$ cat config.mk
export PLATFORM = sky130hd
export DESIGN_NAME = cpu_regfile_wb_ctrl
export DESIGN_NICKNAME = d
export VERILOG_FILES = /design/src/rtl/pck_regfile.sv /design/src/rtl/cpu_wb_fifo.sv /design/src/rtl/cpu_regfile_wb_ctrl.sv
export SDC_FILE = /design/constraint.sdc
export NUM_CORES = 1
export LEC_CHECK = 0
export ABC_AREA = 1
export ABC_CLOCK_PERIOD_IN_PS = 4600
export CAP_MARGIN = 40
export CELL_PAD_IN_SITES_DETAIL_PLACEMENT = 1
export CELL_PAD_IN_SITES_GLOBAL_PLACEMENT = 2
export CORE_MARGIN = 4
export CORE_UTILIZATION = 31
export DETAILED_ROUTE_END_ITERATION = 7
export GPL_TIMING_DRIVEN = 0
export PLACE_DENSITY = 0.95
export RECOVER_POWER = 50
export SLEW_MARGIN = 25
export SYNTH_ARGS = -nofsm -noshare
export SYNTH_HDL_FRONTEND = slang
export SYNTH_SLANG_ARGS = --single-unit
$ cat constraint.sdc
create_clock -name i_clk -period 4.6 [get_ports i_clk]
set_input_delay 0.92 -clock i_clk [delete_from_list [all_inputs] [get_ports i_clk]]
set_output_delay 0.92 -clock i_clk [all_outputs]
set_load 0.01 [all_outputs]
$ cat src/rtl/pck_regfile.sv
// rtl/pck_regfile.sv - register file shared types: writeback entry, source id, zero address
package pck_regfile;

  localparam logic [4:0] RF_ADDR_ZERO = 5'd0;

  typedef struct packed {
    logic [4:0]  addr;
    logic [31:0] data;
  } wb_entry_t;

  typedef enum logic {
    WB_SRC_ALU = 1'b0,
    WB_SRC_LSU = 1'b1
  } wb_src_t;

endpackage

$ cat src/rtl/cpu_wb_fifo.sv
// rtl/cpu_wb_fifo.sv - writeback entry FIFO exposing all slots, read pointer and valid vector
module cpu_wb_fifo
  import pck_regfile::*;
#(
  parameter  int p_depth = 4,
  localparam int AW      = $clog2(p_depth),
  localparam int LW      = AW + 1
) (
  input  logic                        i_clk,
  input  logic                        i_rst_n,
  input  logic                        i_push,
  input  wb_entry_t                   i_push_entry,
  input  logic                        i_pop,
  output wb_entry_t [p_depth-1:0]     o_entries,
  output logic      [p_depth-1:0]     o_valid,
  output logic      [AW-1:0]          o_rd_ptr,
  output logic                        o_full,
  output logic                        o_empty,
  output logic      [LW-1:0]          o_level
);

  wb_entry_t [p_depth-1:0] r_mem;
  logic      [AW-1:0]      r_wr_ptr;
  logic      [AW-1:0]      r_rd_ptr;
  logic      [LW-1:0]      r_level;

  always_ff @(posedge i_clk or negedge i_rst_n) begin
    if (!i_rst_n) begin
      r_mem    <= '0;
      r_wr_ptr <= '0;
      r_rd_ptr <= '0;
      r_level  <= '0;
    end else begin
      if (i_push) begin
        r_mem[r_wr_ptr] <= i_push_entry;
        r_wr_ptr        <= r_wr_ptr + 1'b1;
      end
      if (i_pop) begin
        r_rd_ptr <= r_rd_ptr + 1'b1;
      end
      case ({i_push, i_pop})
        2'b10:   r_level <= r_level + 1'b1;
        2'b01:   r_level <= r_level - 1'b1;
        default: r_level <= r_level;
      endcase
    end
  end

  // A slot is live when its distance from the read pointer is below the level
  always_comb begin
    o_valid = '0;
    for (int i = 0; i < p_depth; i++) begin
      logic [AW-1:0] w_off;
      w_off      = AW'(i) - r_rd_ptr;
      o_valid[i] = ({1'b0, w_off} < r_level);
    end
  end

  assign o_entries = r_mem;
  assign o_rd_ptr  = r_rd_ptr;
  assign o_level   = r_level;
  assign o_full    = (r_level == LW'(p_depth));
  assign o_empty   = (r_level == '0);

endmodule

$ cat src/rtl/cpu_regfile_wb_ctrl.sv
// rtl/cpu_regfile_wb_ctrl.sv - regfile writeback arbiter, buffer, drain and hazard detect
// Optional operand forwarding is built when ASTERISC_WB_FWD_EN is defined.
module cpu_regfile_wb_ctrl
  import pck_regfile::*;
#(
  parameter  int p_fifo_depth   = 4,
  parameter  int p_half_regfile = 0,
  localparam int AW             = $clog2(p_fifo_depth),
  localparam int LW             = AW + 1
) (
  input  logic          i_clk,
  input  logic          i_rst_n,
  input  logic          i_alu_valid,
  output logic          o_alu_ready,
  input  logic [4:0]    i_alu_addr,
  input  logic [31:0]   i_alu_data,
  input  logic          i_lsu_valid,
  output logic          o_lsu_ready,
  input  logic [4:0]    i_lsu_addr,
  input  logic [31:0]   i_lsu_data,
  input  logic          i_rf_busy,
  output logic          o_wr_en,
  output logic [4:0]    o_wr_addr,
  output logic [31:0]   o_wr_data,
  input  logic [4:0]    i_rd1_addr,
  input  logic [4:0]    i_rd2_addr,
  output logic          o_rd1_pending,
  output logic          o_rd2_pending,
  output logic [31:0]   o_rd1_fwd_data,
  output logic [31:0]   o_rd2_fwd_data,
  output logic          o_addr_oob,
  output logic          o_empty,
  output logic [LW-1:0] o_level
);

  wb_entry_t [p_fifo_depth-1:0] w_entries;
  logic      [p_fifo_depth-1:0] w_valid;
  logic      [AW-1:0]           w_rd_ptr;
  logic                         w_full;
  logic                         w_empty;
  wb_src_t                      w_src;
  wb_entry_t                    w_req;
  wb_entry_t                    w_head;
  logic                         w_accept;
  logic                         w_oob;
  logic                         w_push;
  logic                         w_pop;
  logic                         r_addr_oob;

  // LSU wins; ready depends only on registered occupancy, not on a same-cycle pop
  assign o_lsu_ready = !w_full;
  assign o_alu_ready = !w_full && !i_lsu_valid;

  assign w_src    = i_lsu_valid ? WB_SRC_LSU : WB_SRC_ALU;
  assign w_req    = (w_src == WB_SRC_LSU) ? '{addr: i_lsu_addr, data: i_lsu_data}
                                          : '{addr: i_alu_addr, data: i_alu_data};
  assign w_accept = (i_lsu_valid || i_alu_valid) && !w_full;
  assign w_oob    = (p_half_regfile != 0) && w_req.addr[4];
  assign w_push   = w_accept && (w_req.addr != RF_ADDR_ZERO) && !w_oob;

  always_ff @(posedge i_clk or negedge i_rst_n) begin
    if (!i_rst_n) begin
      r_addr_oob <= 1'b0;
    end else begin
      r_addr_oob <= w_accept && w_oob;
    end
  end

  cpu_wb_fifo #(
    .p_depth (p_fifo_depth)
  ) u_fifo (
    .i_clk        (i_clk),
    .i_rst_n      (i_rst_n),
    .i_push       (w_push),
    .i_push_entry (w_req),
    .i_pop        (w_pop),
    .o_entries    (w_entries),
    .o_valid      (w_valid),
    .o_rd_ptr     (w_rd_ptr),
    .o_full       (w_full),
    .o_empty      (w_empty),
    .o_level      (o_level)
  );

  assign w_head    = w_entries[w_rd_ptr];
  assign w_pop     = !w_empty && !i_rf_busy;
  assign o_wr_en   = w_pop;
  assign o_wr_addr = w_empty ? RF_ADDR_ZERO : w_head.addr;
  assign o_wr_data = w_empty ? 32'd0 : w_head.data;
  assign o_empty   = w_empty;
  assign o_addr_oob = r_addr_oob;

  always_comb begin
    o_rd1_pending = 1'b0;
    o_rd2_pending = 1'b0;
    for (int i = 0; i < p_fifo_depth; i++) begin
      if (w_valid[i] && (i_rd1_addr != RF_ADDR_ZERO) && (w_entries[i].addr == i_rd1_addr))
        o_rd1_pending = 1'b1;
      if (w_valid[i] && (i_rd2_addr != RF_ADDR_ZERO) && (w_entries[i].addr == i_rd2_addr))
        o_rd2_pending = 1'b1;
    end
  end

`ifdef ASTERISC_WB_FWD_EN
  // Walk oldest to newest so the last match, the newest write, wins
  always_comb begin
    o_rd1_fwd_data = 32'd0;
    o_rd2_fwd_data = 32'd0;
    for (int k = 0; k < p_fifo_depth; k++) begin
      logic [AW-1:0] w_idx;
      w_idx = w_rd_ptr + AW'(k);
      if (w_valid[w_idx] && (i_rd1_addr != RF_ADDR_ZERO) && (w_entries[w_idx].addr == i_rd1_addr))
        o_rd1_fwd_data = w_entries[w_idx].data;
      if (w_valid[w_idx] && (i_rd2_addr != RF_ADDR_ZERO) && (w_entries[w_idx].addr == i_rd2_addr))
        o_rd2_fwd_data = w_entries[w_idx].data;
    end
  end
`else
  assign o_rd1_fwd_data = 32'd0;
  assign o_rd2_fwd_data = 32'd0;
`endif

endmodule

Word-level counts from Yosys, hierarchy flattened:

Index checks and enable logic that the tools add are counted.

* register bits after elaboration: 155
* input port bits: 89
* output and inout bits: 111
* logic and storage cells: 86

* $add $sub $neg: 8
* magnitude comparators: 7
* equality and inequality tests: 11
* muxes and demuxes: 18
* reductions and logical operators: 31

Operators with widths (number)
* $bwmux 148: 1
* $mux 37: 3
* $bmux 37 s2: 1
* $demux 37 s2: 1
* $eq 5x5->1: 8
* $mux 32: 1
* $logic_and 1x1->1: 21
* $reduce_bool 5->1: 3
* $lt 2x3->1: 4
* $mux 1: 9
* $lt 2x3->1 const B: 2
* $pmux 3 s2: 1
* $mux 5: 1
* $add 2x1->2 const B: 2
* $logic_not 1->1: 4
* $sub 1x2->2 const A: 2
* $sub 2x2->2 const A: 2
* $add 3x1->3 const B: 1
* $eq 3x3->1 const B: 1
* $logic_not 3->1: 1
* $sub 3x1->3 const B: 1
* $eq 2x1->1 const B: 1
* $eq 2x2->1 const B: 1
* $ge 2x1->1 const B: 1
* other kinds (2): 2

Logic depth before layout (Yosys ltp):

Gate-level depths: netlist of the first run.

* depth in word-level cells: 8
* gate-level depth with buffers: 14
* depth with buffers taken out: 12

By module:

From an unflattened synthesis of the first run, not the netlist that was laid out.

* cell total of the unflattened synthesis: 1236
* area, all modules: 9014.9 um^2

Modules (own cells, without submodules)
* cpu_wb_fifo: instances 1, cells each 577, area each 6024.5 um^2, seq. area each 3878.7 um^2
* cpu_regfile_wb_ctrl: instances 1, cells each 659, area each 2990.4 um^2, seq. area each 0.0 um^2

Worst setup path after synthesis of the first run:

OpenSTA, ideal clock, no wires.

* kind: input to register
* start point: input port i_lsu_valid
* end point: register u_fifo.r_level[2] (netlist: u_fifo.o_level[2])
* library setup time: 131 ps
* arrival: 2740 ps
* required time: 4469 ps
* path slack: 1729 ps
* cell stages on the path: 14
* path buffers: 3
* cell sequence: buf_4 > nand2_1 > nand2_1 > nor2_1 > nand3_2 > buf_6 > buf_6 > nand2_2 > ha_1 > inv_1 > fa_1 > a21oi_1 > o21ai_0 > xor2_1

* cells in the longest elaborated chain, start to end: 6
* elaborated cells on any way between the ends: 10
* those cells by class: 2 x eq/ne; 3 x mux; 5 x reduce/logical

RTL lines
* start, declared: line cpu_regfile_wb_ctrl.sv:17 `input logic i_lsu_valid,`
* $mux 1: line cpu_regfile_wb_ctrl.sv:54 `assign w_src = i_lsu_valid ? WB_SRC_LSU : WB_SRC_ALU;`
* $mux 37: line cpu_regfile_wb_ctrl.sv:55 `assign w_req = (w_src == WB_SRC_LSU) ? '{addr: i_lsu_addr, data: i_lsu_data}`
* $reduce_bool 5->1: line cpu_regfile_wb_ctrl.sv:59 `assign w_push = w_accept && (w_req.addr != RF_ADDR_ZERO) && !w_oob;`
* $logic_and 1x1->1 *: line cpu_regfile_wb_ctrl.sv:59
* $eq 2x1->1 / $eq 2x2->1 (equally long branches): line cpu_wb_fifo.sv:41 `case ({i_push, i_pop})`
* $pmux 3 s2 / $reduce_bool 2->1 (equally long branches)
* end signal, assigned: line cpu_wb_fifo.sv:42 `2'b10: r_level <= r_level + 1'b1;`
* end signal, assigned: line cpu_wb_fifo.sv:43 `2'b01: r_level <= r_level - 1'b1;`
* end signal, assigned: line cpu_wb_fifo.sv:44 `default: r_level <= r_level;`
* end, declared: line cpu_wb_fifo.sv:25 `logic [LW-1:0] r_level;`

Mark *: on every way between the ends. The rest lies on a longest branch, timed or not.
A chain may end at the register's enable or synchronous reset.

Worst setup path after layout of the first run:

* start point: register u_fifo.r_rd_ptr[1] (netlist: u_fifo.o_rd_ptr[1])
* end point: output port o_wr_data[6]

* cells in the longest elaborated chain, start to end: 3

RTL lines
* start, declared: line cpu_wb_fifo.sv:24 `logic [AW-1:0] r_rd_ptr;`
* start signal, assigned: line cpu_wb_fifo.sv:39 `r_rd_ptr <= r_rd_ptr + 1'b1;`
* $bmux 37 s2: line cpu_regfile_wb_ctrl.sv:85 `assign w_head = w_entries[w_rd_ptr];`
* $mux 37 (not written as such): line cpu_regfile_wb_ctrl.sv:85
* $mux 32: line cpu_regfile_wb_ctrl.sv:89 `assign o_wr_data = w_empty ? 32'd0 : w_head.data;`
* end, declared: line cpu_regfile_wb_ctrl.sv:24 `output logic [31:0] o_wr_data,`

No other way between the ends. The select of a mux whose other input is x is not followed.

==> flow_summary_export.csv, run 1 <==
group,metric,value,unit
timing,min_period_over_period,0.9250,
timing,rsz0062_at_grt,"false",
logic_synthesis,syn_area_per_cell,7.418,um^2
place,hpwl,27200,um
worst_setup_path,cp_data_arrival_time,3.33,ns
routing,drc,0,
pwr,p_sw,3838,uW
worst_setup_path,path_class,"flop to output port",
place,dp.cells,1861,
logic_synthesis,netlist_area,0.009473,mm^2
pwr,power_frac_seq,0.286,
min_path,hp-class,"flop to flop",
final_layout,fin_area,0.01214,mm^2
final_layout,n_antenna_cell,0,
final_layout,drive_gt1_frac,0.09594,
routing,routedWlPerCell,20.00,um
run_status,violations,"capacitance limit, slew limit",
worst_setup_path,critPathCaptureType,"output port",
pwr,ir_worst_vdd,0.0003111,V
place,gp_congestion,0.8629,
clock_tree,post_cts_buffers,0,
floorplanning,die_h,182.8,um
routing,drtPass1Iterations,6,
logic_synthesis,synth_cells,1277,
floorplanning,dieWidth,182.8,um
floorplanning,pin_count,200,
worst_setup_path,reg2reg_slack,1.83,ns
grt,antenna_found_initial,0,
worst_setup_path,cp_data_required_time,3.68,ns
logic_synthesis,ys_types,29,
worst_setup_path,critPathMostFrequentCell,"clkbuf_1",
pwr,swShare,0.4541,
timing,max_slew_margin,-0.5456,
routing,wl,37830,um
worst_setup_path,worstPathMaxFanout,10,
clock_tree,cts_buffers,17,
final_layout,areaGrowthSynthToFinish,28.20,%
timing,fin_setup_tns,0,ns
pwr,power_density,696.0,mW/mm^2
worst_setup_path,critPathLaunchType,"flop",
pwr,power_frac_clock,0.189,
grt,grt_pass1_wl,58410,um
grt,grt_start_max_net_pins,87,
worst_setup_path,critical_path.max_stage_delay,0.64,ns
timing,finalSetupViolCount,0,
clock_tree,post_cts_resized,0,
grt,gr-total-overflow,0,
pwr,p_leak,0.005921,uW
clock_tree,cts-root-buf,"clkbuf_16",
floorplanning,row_count,63,
final_layout,instances_no_fill,1891,
clock_tree,h-tree-depth,4,
logic_synthesis,synth_warnings,0,
routing,ant_nets,0,
logic_synthesis,synth-seq-cells,155,
timing,final_hold_viol_count,0,
clock_tree,clock-sinks,155,
timing,maxSlewViolCount,86,
worst_setup_path,crit_chain,"buf_2, clkbuf_1, clkbuf_1, nand3_1, a41oi_1, clkdlybuf4s50_1",
timing,skew,0.007769,ns
final_layout,layout.nets,1589,
grt,grt_pass1_vias,10170,
clock_tree,cts_hold_buf,0,
pwr,internal-power,4614,uW
flow_run,drv_cap,1,
timing,tightest_slew,2.318,ns
floorplanning,initial_core_util,0.3171,
routing,num_vias,9992,
worst_setup_path,cp_slowest_cell,"clkdlybuf4s50_1",
clock_tree,clk_latency,0.44,ns
timing,period_minus_slack,4.255,ns
floorplanning,fp.coreArea,0.02987,mm^2
routing,viasPerCell,5.284,
run_status,outcome,"complete, but fails checks",
routing,drt_iter0_markers,779,
clock_tree,path_clk_slew,0.06,ns
place,placement.io_buffers,129,
floorplanning,dieArea,0.03342,mm^2
place,dpl_cell_area,0.01152,mm^2
logic_synthesis,ys_seq_area_frac,0.4095,
grt,groute.usage.overall,0.2220,
timing,fmax,0.2350,GHz
pwr,pwr-share-comb,0.525,
clock_tree,cts_buffer_depth,2,
clock_tree,cts_tree,"done",
==> layer usage <==
metal | share of wire | GRT usage | vias up
met2 | 0.49 | 0.3789 | 423
met1 | 0.41 | 0.2878 | 4888
met5 | 0 | 0 | -
met4 | 0.024 | 0.06228 | 0
li1 | - | - | 4605
met3 | 0.069 | 0.04423 | 76
==> path summary, 6_finish.rpt <==
| check | to | depth (start not counted) | startpoint |
|---|---|---|---|
| min | u_fifo.o_entries[101] | 2 | u_fifo.o_entries[101] |
| max reg2reg | u_fifo.o_level[2] | 12 | u_fifo.o_level[2] |
| max in group asynchronous | u_fifo.o_entries[42] | 1 | i_rst_n |
| max | o_wr_data[6] | 6 | u_fifo.o_rd_ptr[1] |
| min in group asynchronous | u_fifo.o_entries[55] | 1 | i_rst_n |
| min reg2reg | u_fifo.o_entries[101] | 2 | u_fifo.o_entries[101] |
==> logic make-up after synthesis <==
| group | share of synthesized area |
|---|---|
| AO/OA/AOI/OAI | 0.04755 |
| XOR/XNOR | 0.01942 |
| adder cells (fa/ha/maj) | 0.01400 |
| buffers and inverters | 0.1261 |
| flip-flops | 0.4095 |
| other | 0.0003959 |
| AND/OR/NAND/NOR | 0.3830 |
==> power groups by stage <==
stage	logic (uW)	registers [uW]	clock network, uW
after floorplan	2570	2300	0
after global placement	4270	2390	0
after detailed placement	4390	2410	0
after CTS	4450	2410	1600
after global routing	4850	2480	1670
final	4440	2420	1600
==> registers in the layout (all words and copies together), names as in the netlist <==
signal            flops
u_fifo.o_rd_ptr       2
u_fifo.r_wr_ptr       2
u_fifo.o_level        3
u_fifo.o_entries    148
==> cells in the mapped netlist, drive strengths merged <==
master | instances | area share
xnor2 | 9 | 0.0083
a41oi | 32 | 0.030
a21oi | 4 | 0.0021
nand2 | 472 | 0.19
conb | 1 | 0.00040
ha | 9 | 0.012
buf | 127 | 0.092
xor2 | 12 | 0.011
dfrtp | 155 | 0.41
or2 | 1 | 0.00066
nor2 | 46 | 0.018
nand4 | 149 | 0.098
clkinv | 2 | 0.00079
o22ai | 13 | 0.0086
nor3 | 2 | 0.0016
inv | 37 | 0.015
clkbuf | 48 | 0.019
nand3 | 144 | 0.077
o21ai | 13 | 0.0073
fa | 1 | 0.0021
==> critical path, delay by kind of cell (launching register included) <==
| kind | cells | cell delay [ns] |
|---|---|---|
| flops | 1 | 0.35 |
| compound gates | 1 | 0.44 |
| buf+inv | 4 | 1.92 |
| simple gates | 1 | 0.19 |
==> placed cells by master, fill, tap and decap left out <==
cell,instances
a21oi_1,4
a41oi_1,32
buf_1,10
buf_16,1
buf_2,26
buf_4,77
buf_6,6
bufinv_16,5
clkbuf_1,58
clkbuf_16,17
clkbuf_2,1
clkbuf_8,5
clkdlybuf4s50_1,124
clkinv_1,2
clkinvlp_4,1
conb_1,65
dfrtp_1,155
dlygate4sd3_1,4
fa_1,1
ha_1,9
inv_1,37
nand2_1,471
nand2_2,1
nand3_1,144
nand4_1,149
nor2_1,45
nor2_2,1
nor3_1,1
nor3_2,1
o21ai_0,12
o21ai_2,1
o22ai_1,13
or2_2,1
xnor2_1,9
xor2_1,12
==> cell type report <==
type | count | area (um^2)
inverter | 39 | 146.4
timing repair buffer | 130 | 1314
multi-input combinational | 972 | 4634
clock inverter | 6 | 157.7
fill | 3707 | 17730
buffer | 175 | 1023
tap | 390 | 488.0
clock buffer | 24 | 501.7
sequential | 155 | 3879
==> metrics by stage <==
step                      setup WS, ns  total power [uW]  hold slack (ns)  utilization
after floorplan                  1.729              4872           0.4419            -
after global placement          -4.002              6661           0.4538       0.3847
after detailed placement        0.6326              6807           0.4587       0.3858
after CTS                       0.4103              8460           0.4743       0.4078
after global routing            0.2796              9006           0.4891       0.4065
final                           0.3451              8452           0.4701       0.4065
Power figures use the tool's default switching activity.
==> inputs of run 2 (changes only) <==
--- a/config.mk
+++ b/config.mk
@@ -14,8 +14,10 @@
 export CORE_UTILIZATION = 31
 export DETAILED_ROUTE_END_ITERATION = 7
 export GPL_TIMING_DRIVEN = 0
+export MAX_ROUTING_LAYER = met4
 export PLACE_DENSITY = 0.95
 export RECOVER_POWER = 50
+export SETUP_SLACK_MARGIN = 0.4
 export SLEW_MARGIN = 25
 export SYNTH_ARGS = -nofsm -noshare
 export SYNTH_HDL_FRONTEND = slang
==> run 2 against run 1 <==
The run still ends with capacitance limit, slew limit left; core utilization up 0.080 points; register-to-register slack about the same; sequential power about the same; highest routed layer unchanged; combinational power about the same; critical endpoint is now o_rd1_pending; via count down 0.24%; clock power about the same; first-iteration DRC count up 11%.
==> flow_summary_export.csv, run 2 (synthesized netlist as in run 1, its figures left out) <==
group,metric,value,unit
clock_tree,cts_buffers,17,
floorplanning,pin_count,200,
clock_tree,clk_latency,0.44,ns
timing,period_minus_slack,4.133,ns
worst_setup_path,cp_slowest_cell,"clkdlybuf4s50_1",
final_layout,final_util,0.4073,
flow_run,drv_cap,1,
timing,holdWs,0.4719,ns
floorplanning,dieArea,0.03342,mm^2
min_path,hp-class,"flop to flop",
final_layout,largest_reg_flops,148,
worst_setup_path,cp_data_required_time,3.68,ns
clock_tree,h-tree-depth,4,
grt,grt_start_max_net_pins,86,
timing,max_slew_margin,-1.277,
timing,fmax,0.2419,GHz
clock_tree,cts_buffer_depth,2,
place,placement.io_buffers,129,
clock_tree,cts_hold_buf,0,
place,dpl_cell_area,0.01152,mm^2
timing,rsz0062_at_grt,"false",
grt,antenna_found_initial,0,
worst_setup_path,crit_chain,"buf_2, clkinvlp_2, nand2_1, nand2_1, inv_1, ha_1, inv_1, nor2_1, nand2_1, nand2_1, nor2_1, nand3_1, nand4_1, clkdlybuf4s50_1",
routing,ant_nets,0,
timing,min_period_over_period,0.8985,
pwr,ir_worst_vdd,0.0003071,V
final_layout,multi_input_area,0.004634,mm^2
pwr,internal-power,4604,uW
clock_tree,cts_tree,"done",
routing,wl,37700,um
pwr,p_leak,0.005945,uW
run_status,violations,"capacitance limit, slew limit",
timing,final_hold_viol_count,0,
worst_setup_path,critical_path.max_stage_delay,0.56,ns
pwr,power_frac_seq,0.284,
pwr,swShare,0.4581,
final_layout,n_fill_cell,3738,
clock_tree,clock-sinks,155,
floorplanning,fp.coreArea,0.02987,mm^2
routing,drtPass1Iterations,5,
routing,num_vias,9968,
clock_tree,post_cts_resized,0,
routing,routedWlPerCell,19.92,um
final_layout,areaGrowthSynthToFinish,28.45,%
worst_setup_path,path_class,"flop to output port",
place,hpwl,27390,um
worst_setup_path,cp_data_arrival_time,3.21,ns
worst_setup_path,critPathCaptureType,"output port",
timing,maxSlewViolCount,71,
timing,skew,0.008087,ns
clock_tree,post_cts_buffers,0,
grt,grt_pass1_wl,58550,um
floorplanning,dieWidth,182.8,um
place,dp.cells,1861,
routing,drc,0,
final_layout,layout.nets,1589,
pwr,p_sw,3892,uW
final_layout,ff_latch_area,0.003879,mm^2
floorplanning,row_count,63,
final_layout,fin_area,0.01217,mm^2
pwr,power_frac_clock,0.192,
routing,drt_iter0_markers,863,
clock_tree,path_clk_slew,0.06,ns
final_layout,n_antenna_cell,0,
place,gp_congestion,0.8764,
grt,grt_pass1_vias,10320,
timing,tightest_slew,3.415,ns
worst_setup_path,critPathMostFrequentCell,"nand2_1",
timing,finalSetupViolCount,0,
floorplanning,die_h,182.8,um
pwr,pwr-share-comb,0.524,
pwr,power_density,698.2,mW/mm^2
clock_tree,cts-root-buf,"clkbuf_16",
worst_setup_path,worstPathMaxFanout,9,
final_layout,drive_gt1_frac,0.09980,
final_layout,final_cell_mix,"471 x nand2_1, 155 x dfrtp_1, 149 x nand4_1",
worst_setup_path,critPathLaunchType,"flop",
grt,groute.usage.overall,0.2286,
worst_setup_path,path_buf_inv,5,
floorplanning,initial_core_util,0.3171,
routing,viasPerCell,5.266,
run_status,outcome,"complete, but fails checks",
final_layout,mostFrequentLayoutCell,"nand2_1",
grt,gr-total-overflow,0,
worst_setup_path,cp_top_family,"buffers and inverters",
final_layout,instances_no_fill,1893,
==> run 2: cell count changes in the layout (fill, tap and decap cells not counted), moves of 2 or more <==
cell      change
clkbuf_1      -4
clkbuf_2      +2
clkbuf_8      -5
clkinv_2      +3
clkinv_4      +4
==> run 2: cell type report <==
class                           instances  share of cell area
Inverter                               39             0.01213
Clock buffer                           17             0.03496
Tap cell                              390             0.04010
Sequential cell                       155              0.3188
Buffer                                175             0.08432
Multi-Input combinational cell        972              0.3809
Timing Repair Buffer                  130              0.1086
Clock inverter                         15             0.02026
==> run 2: through the flow <==
step,TNS [ns],setup WS (ns),power [uW]
floorplan,0,1.729,4872
global placement,-619.60,-4.009,6667
detailed placement,0,0.6166,6825
CTS,0,0.4991,8492
global route,0,0.2655,9052
finish,0,0.4667,8496
==> run 2: worst paths after layout <==
path	from	endpoint	slack (ns)	cells past startpoint
max	u_fifo.o_rd_ptr[0]	o_rd1_pending	0.47	14
min	u_fifo.o_entries[100]	u_fifo.o_entries[100]	0.47	2
max reg2reg	u_fifo.o_level[2]	u_fifo.o_level[2]	1.83	12
min reg2reg	u_fifo.o_entries[100]	u_fifo.o_entries[100]	0.47	2
max in group asynchronous	i_rst_n	u_fifo.o_entries[89]	0.91	1
min in group asynchronous	i_rst_n	u_fifo.o_entries[55]	1.75	1
==> run 2: worst reg2reg max path, delay by kind of cell, from the launching register on <==
family	cells	cell delay, ns
and+or+nand+nor	3	0.59
AOI/OAI and AO/OA	2	0.28
adders and majority gates	2	0.55
buffers and inverters	4	0.64
DFF	1	0.43
xor gates and xnor gates	1	0.16
==> run 2: power by group through the flow <==
stage / clock (uW) / combinational, uW / sequential [uW]
floorplan: 0 / 2570 / 2300
global placement: 0 / 4280 / 2390
detailed placement: 0 / 4410 / 2420
CTS: 1630 / 4460 / 2400
global route: 1680 / 4880 / 2490
finish: 1630 / 4450 / 2420
==> run 2: per-layer routing <==
metal,up-vias,track usage,share of wire
met3,92,0.03134,0.055
met2,373,0.3799,0.49
met1,4892,0.2872,0.43
met5,-,-,0
li1,4611,-,-
met4,0,0.08075,0.030
==> inputs of run 3 (changes only) <==
--- a/config.mk
+++ b/config.mk
@@ -6,7 +6,7 @@
 export NUM_CORES = 1
 export LEC_CHECK = 0
 export ABC_AREA = 1
-export ABC_CLOCK_PERIOD_IN_PS = 4600
+export ABC_CLOCK_PERIOD_IN_PS = 5240
 export CAP_MARGIN = 40
 export CELL_PAD_IN_SITES_DETAIL_PLACEMENT = 1
 export CELL_PAD_IN_SITES_GLOBAL_PLACEMENT = 2
==> constraint.sdc (replaced) <==
create_clock -name i_clk -period 5.24 [get_ports i_clk]
set_input_delay 1.048 -clock i_clk [delete_from_list [all_inputs] [get_ports i_clk]]
set_output_delay 1.048 -clock i_clk [all_outputs]
set_load 0.01 [all_outputs]
==> run 3 against run 2 <==
The run still ends with capacitance limit, slew limit left; non-clock buffer count unchanged; combinational power down 12%; die area unchanged; clock skew about the same; register-to-register slack better by 0.65 ns; via count about the same; count of clock-buffer cells in the layout unchanged; core utilization about the same; critical path type is now input pin to output port; largest power group unchanged.
==> flow_summary_export.csv, run 3 (synthesized netlist as in run 1, its figures left out) <==
group,metric,value,unit
run_status,outcome,"complete, but fails checks",
routing,routed.top_layer,"met4",
place,hpwl,27390,um
pwr,ir_worst_vdd,0.0002731,V
timing,final_hold_viol_count,0,
clock_tree,clock-sinks,155,
final_layout,multi_input_area,0.004634,mm^2
clock_tree,cts-root-buf,"clkbuf_16",
floorplanning,row_count,63,
timing,tightest_slew,3.571,ns
worst_setup_path,critPathLaunchType,"input pin",
pwr,power_frac_seq,0.285,
pwr,p_leak,0.005923,uW
floorplanning,die_h,182.8,um
flow_run,drv_cap,1,
place,pre_cts_ws,1.032,ns
pwr,swShare,0.4583,
final_layout,final_cell_mix,"471 x nand2_1, 155 x dfrtp_1, 149 x nand4_1",
final_layout,n_antenna_cell,0,
routing,drtPass1Iterations,5,
worst_setup_path,path_class,"input pin to output port",
timing,finalSetupViolCount,0,
worst_setup_path,cp_data_required_time,4.19,ns
worst_setup_path,critPathCaptureType,"output port",
clock_tree,h-tree-depth,4,
pwr,power_frac_clock,0.192,
worst_setup_path,reg2regPathDepth,12,
pwr,p_sw,3417,uW
timing,min_period_over_period,0.8729,
final_layout,areaGrowthSynthToFinish,28.33,%
pwr,pwr-share-comb,0.524,
pwr,p_total,7456,uW
timing,skew,0.007593,ns
grt,grt_pass1_vias,10320,
timing,maxSlewViolCount,71,
min_path,worstHoldPathCells,2,
min_path,hp-class,"flop to flop",
final_layout,largest_reg_flops,148,
clock_tree,cts_buffer_depth,2,
clock_tree,post_cts_resized,0,
floorplanning,dieWidth,182.8,um
clock_tree,cts_buffers,17,
floorplanning,pin_count,200,
timing,rsz0062_at_grt,"false",
floorplanning,dieArea,0.03342,mm^2
grt,antenna_found_initial,0,
routing,drc,0,
pwr,power_density,613.3,mW/mm^2
timing,max_slew_margin,-1.381,
final_layout,drive_gt1_frac,0.09714,
timing,layout_setup_ws,0.6659,ns
run_status,violations,"capacitance limit, slew limit",
routing,wl,37660,um
pwr,internal-power,4039,uW
clock_tree,path_clk_slew,0.06,ns
timing,fmax,0.2186,GHz
routing,wl_met2,18450,um
clock_tree,cts_hold_buf,0,
routing,num_vias,9967,
final_layout,ff_latch_area,0.003879,mm^2
routing,viasPerCell,5.265,
grt,gr-total-overflow,0,
worst_setup_path,cp_data_arrival_time,3.53,ns
floorplanning,fp.coreArea,0.02987,mm^2
final_layout,mostFrequentLayoutCell,"nand2_1",
grt,grt_start_max_net_pins,86,
floorplanning,initial_core_util,0.3171,
routing,routedWlPerCell,19.89,um
grt,groute.usage.overall,0.2286,
routing,drt_iter0_markers,809,
timing,period_minus_slack,4.574,ns
routing,wl_met1,16200,um
routing,met3_wirelength,1887,um
clock_tree,post_cts_buffers,0,
final_layout,layout.nets,1589,
place,gp_congestion,0.8764,
place,placement.io_buffers,129,
worst_setup_path,worstPathMaxFanout,10,
clock_tree,clk_latency,0.44,ns
clock_tree,cts_tree,"done",
grt,grt_pass1_wl,58550,um
final_layout,n_fill_cell,3739,
routing,ant_nets,0,
-- run 3: power by group through the flow --
stage / sequential, uW / combinational, uW / clock (uW)
after floorplan: 2020 / 2260 / 0
after detailed placement: 2120 / 3870 / 0
after CTS: 2110 / 3910 / 1430
after global placement: 2100 / 3750 / 0
after global routing: 2190 / 4280 / 1470
final: 2120 / 3910 / 1430
-- run 3: layer usage --
| layer | GRT usage | vias up |
|---|---|---|
| li1 | - | 4616 |
| met1 | 0.2872 | 4914 |
| met2 | 0.3799 | 348 |
| met3 | 0.03134 | 89 |
| met4 | 0.08075 | 0 |
| met5 | - | - |
-- run 3: cell type report --
cell class	count	area share
buffer	175	0.08378
clock buffer	17	0.03499
clock inverter	15	0.02028
inverter	39	0.01204
multi-input combinational	972	0.3812
sequential	155	0.3191
tap	390	0.04014
timing repair buffer	130	0.1085
-- run 3: critical path, stage by stage --
cell,delay [ns]
clkdlybuf4s50_1,0.52
clkbuf_1,0.69
clkbuf_1,0.60
nor2_1,0.13
clkdlybuf4s50_1,0.52
-- run 3: worst paths after layout --
path                                       startpoint  slack, ns                     to
worst max-delay path                      i_lsu_valid       0.67            o_alu_ready
worst min-delay path            u_fifo.o_entries[100]       0.47  u_fifo.o_entries[100]
worst max register to register      u_fifo.o_level[2]       2.48      u_fifo.o_level[2]
worst min register to register  u_fifo.o_entries[100]       0.47  u_fifo.o_entries[100]
max in group asynchronous                     i_rst_n       1.18   u_fifo.o_entries[88]
min in group asynchronous                     i_rst_n       2.04   u_fifo.o_entries[55]
-- run 3: metrics by stage --
stage          setup TNS (ns)  hold slack (ns)  area [um^2]  utilization  cells
5_1_grt                     0           0.4927        12160       0.4069   1893
3_5_place_dp                0           0.4589        11520       0.3858   1861
3_3_place_gp          -540.24           0.4535        11490       0.3847   1860
2_1_floorplan               0           0.4419         9713            -   1341
6_report                    0           0.4721        12160       0.4069   1893
4_1_cts                     0           0.4741        12200       0.4083   1893
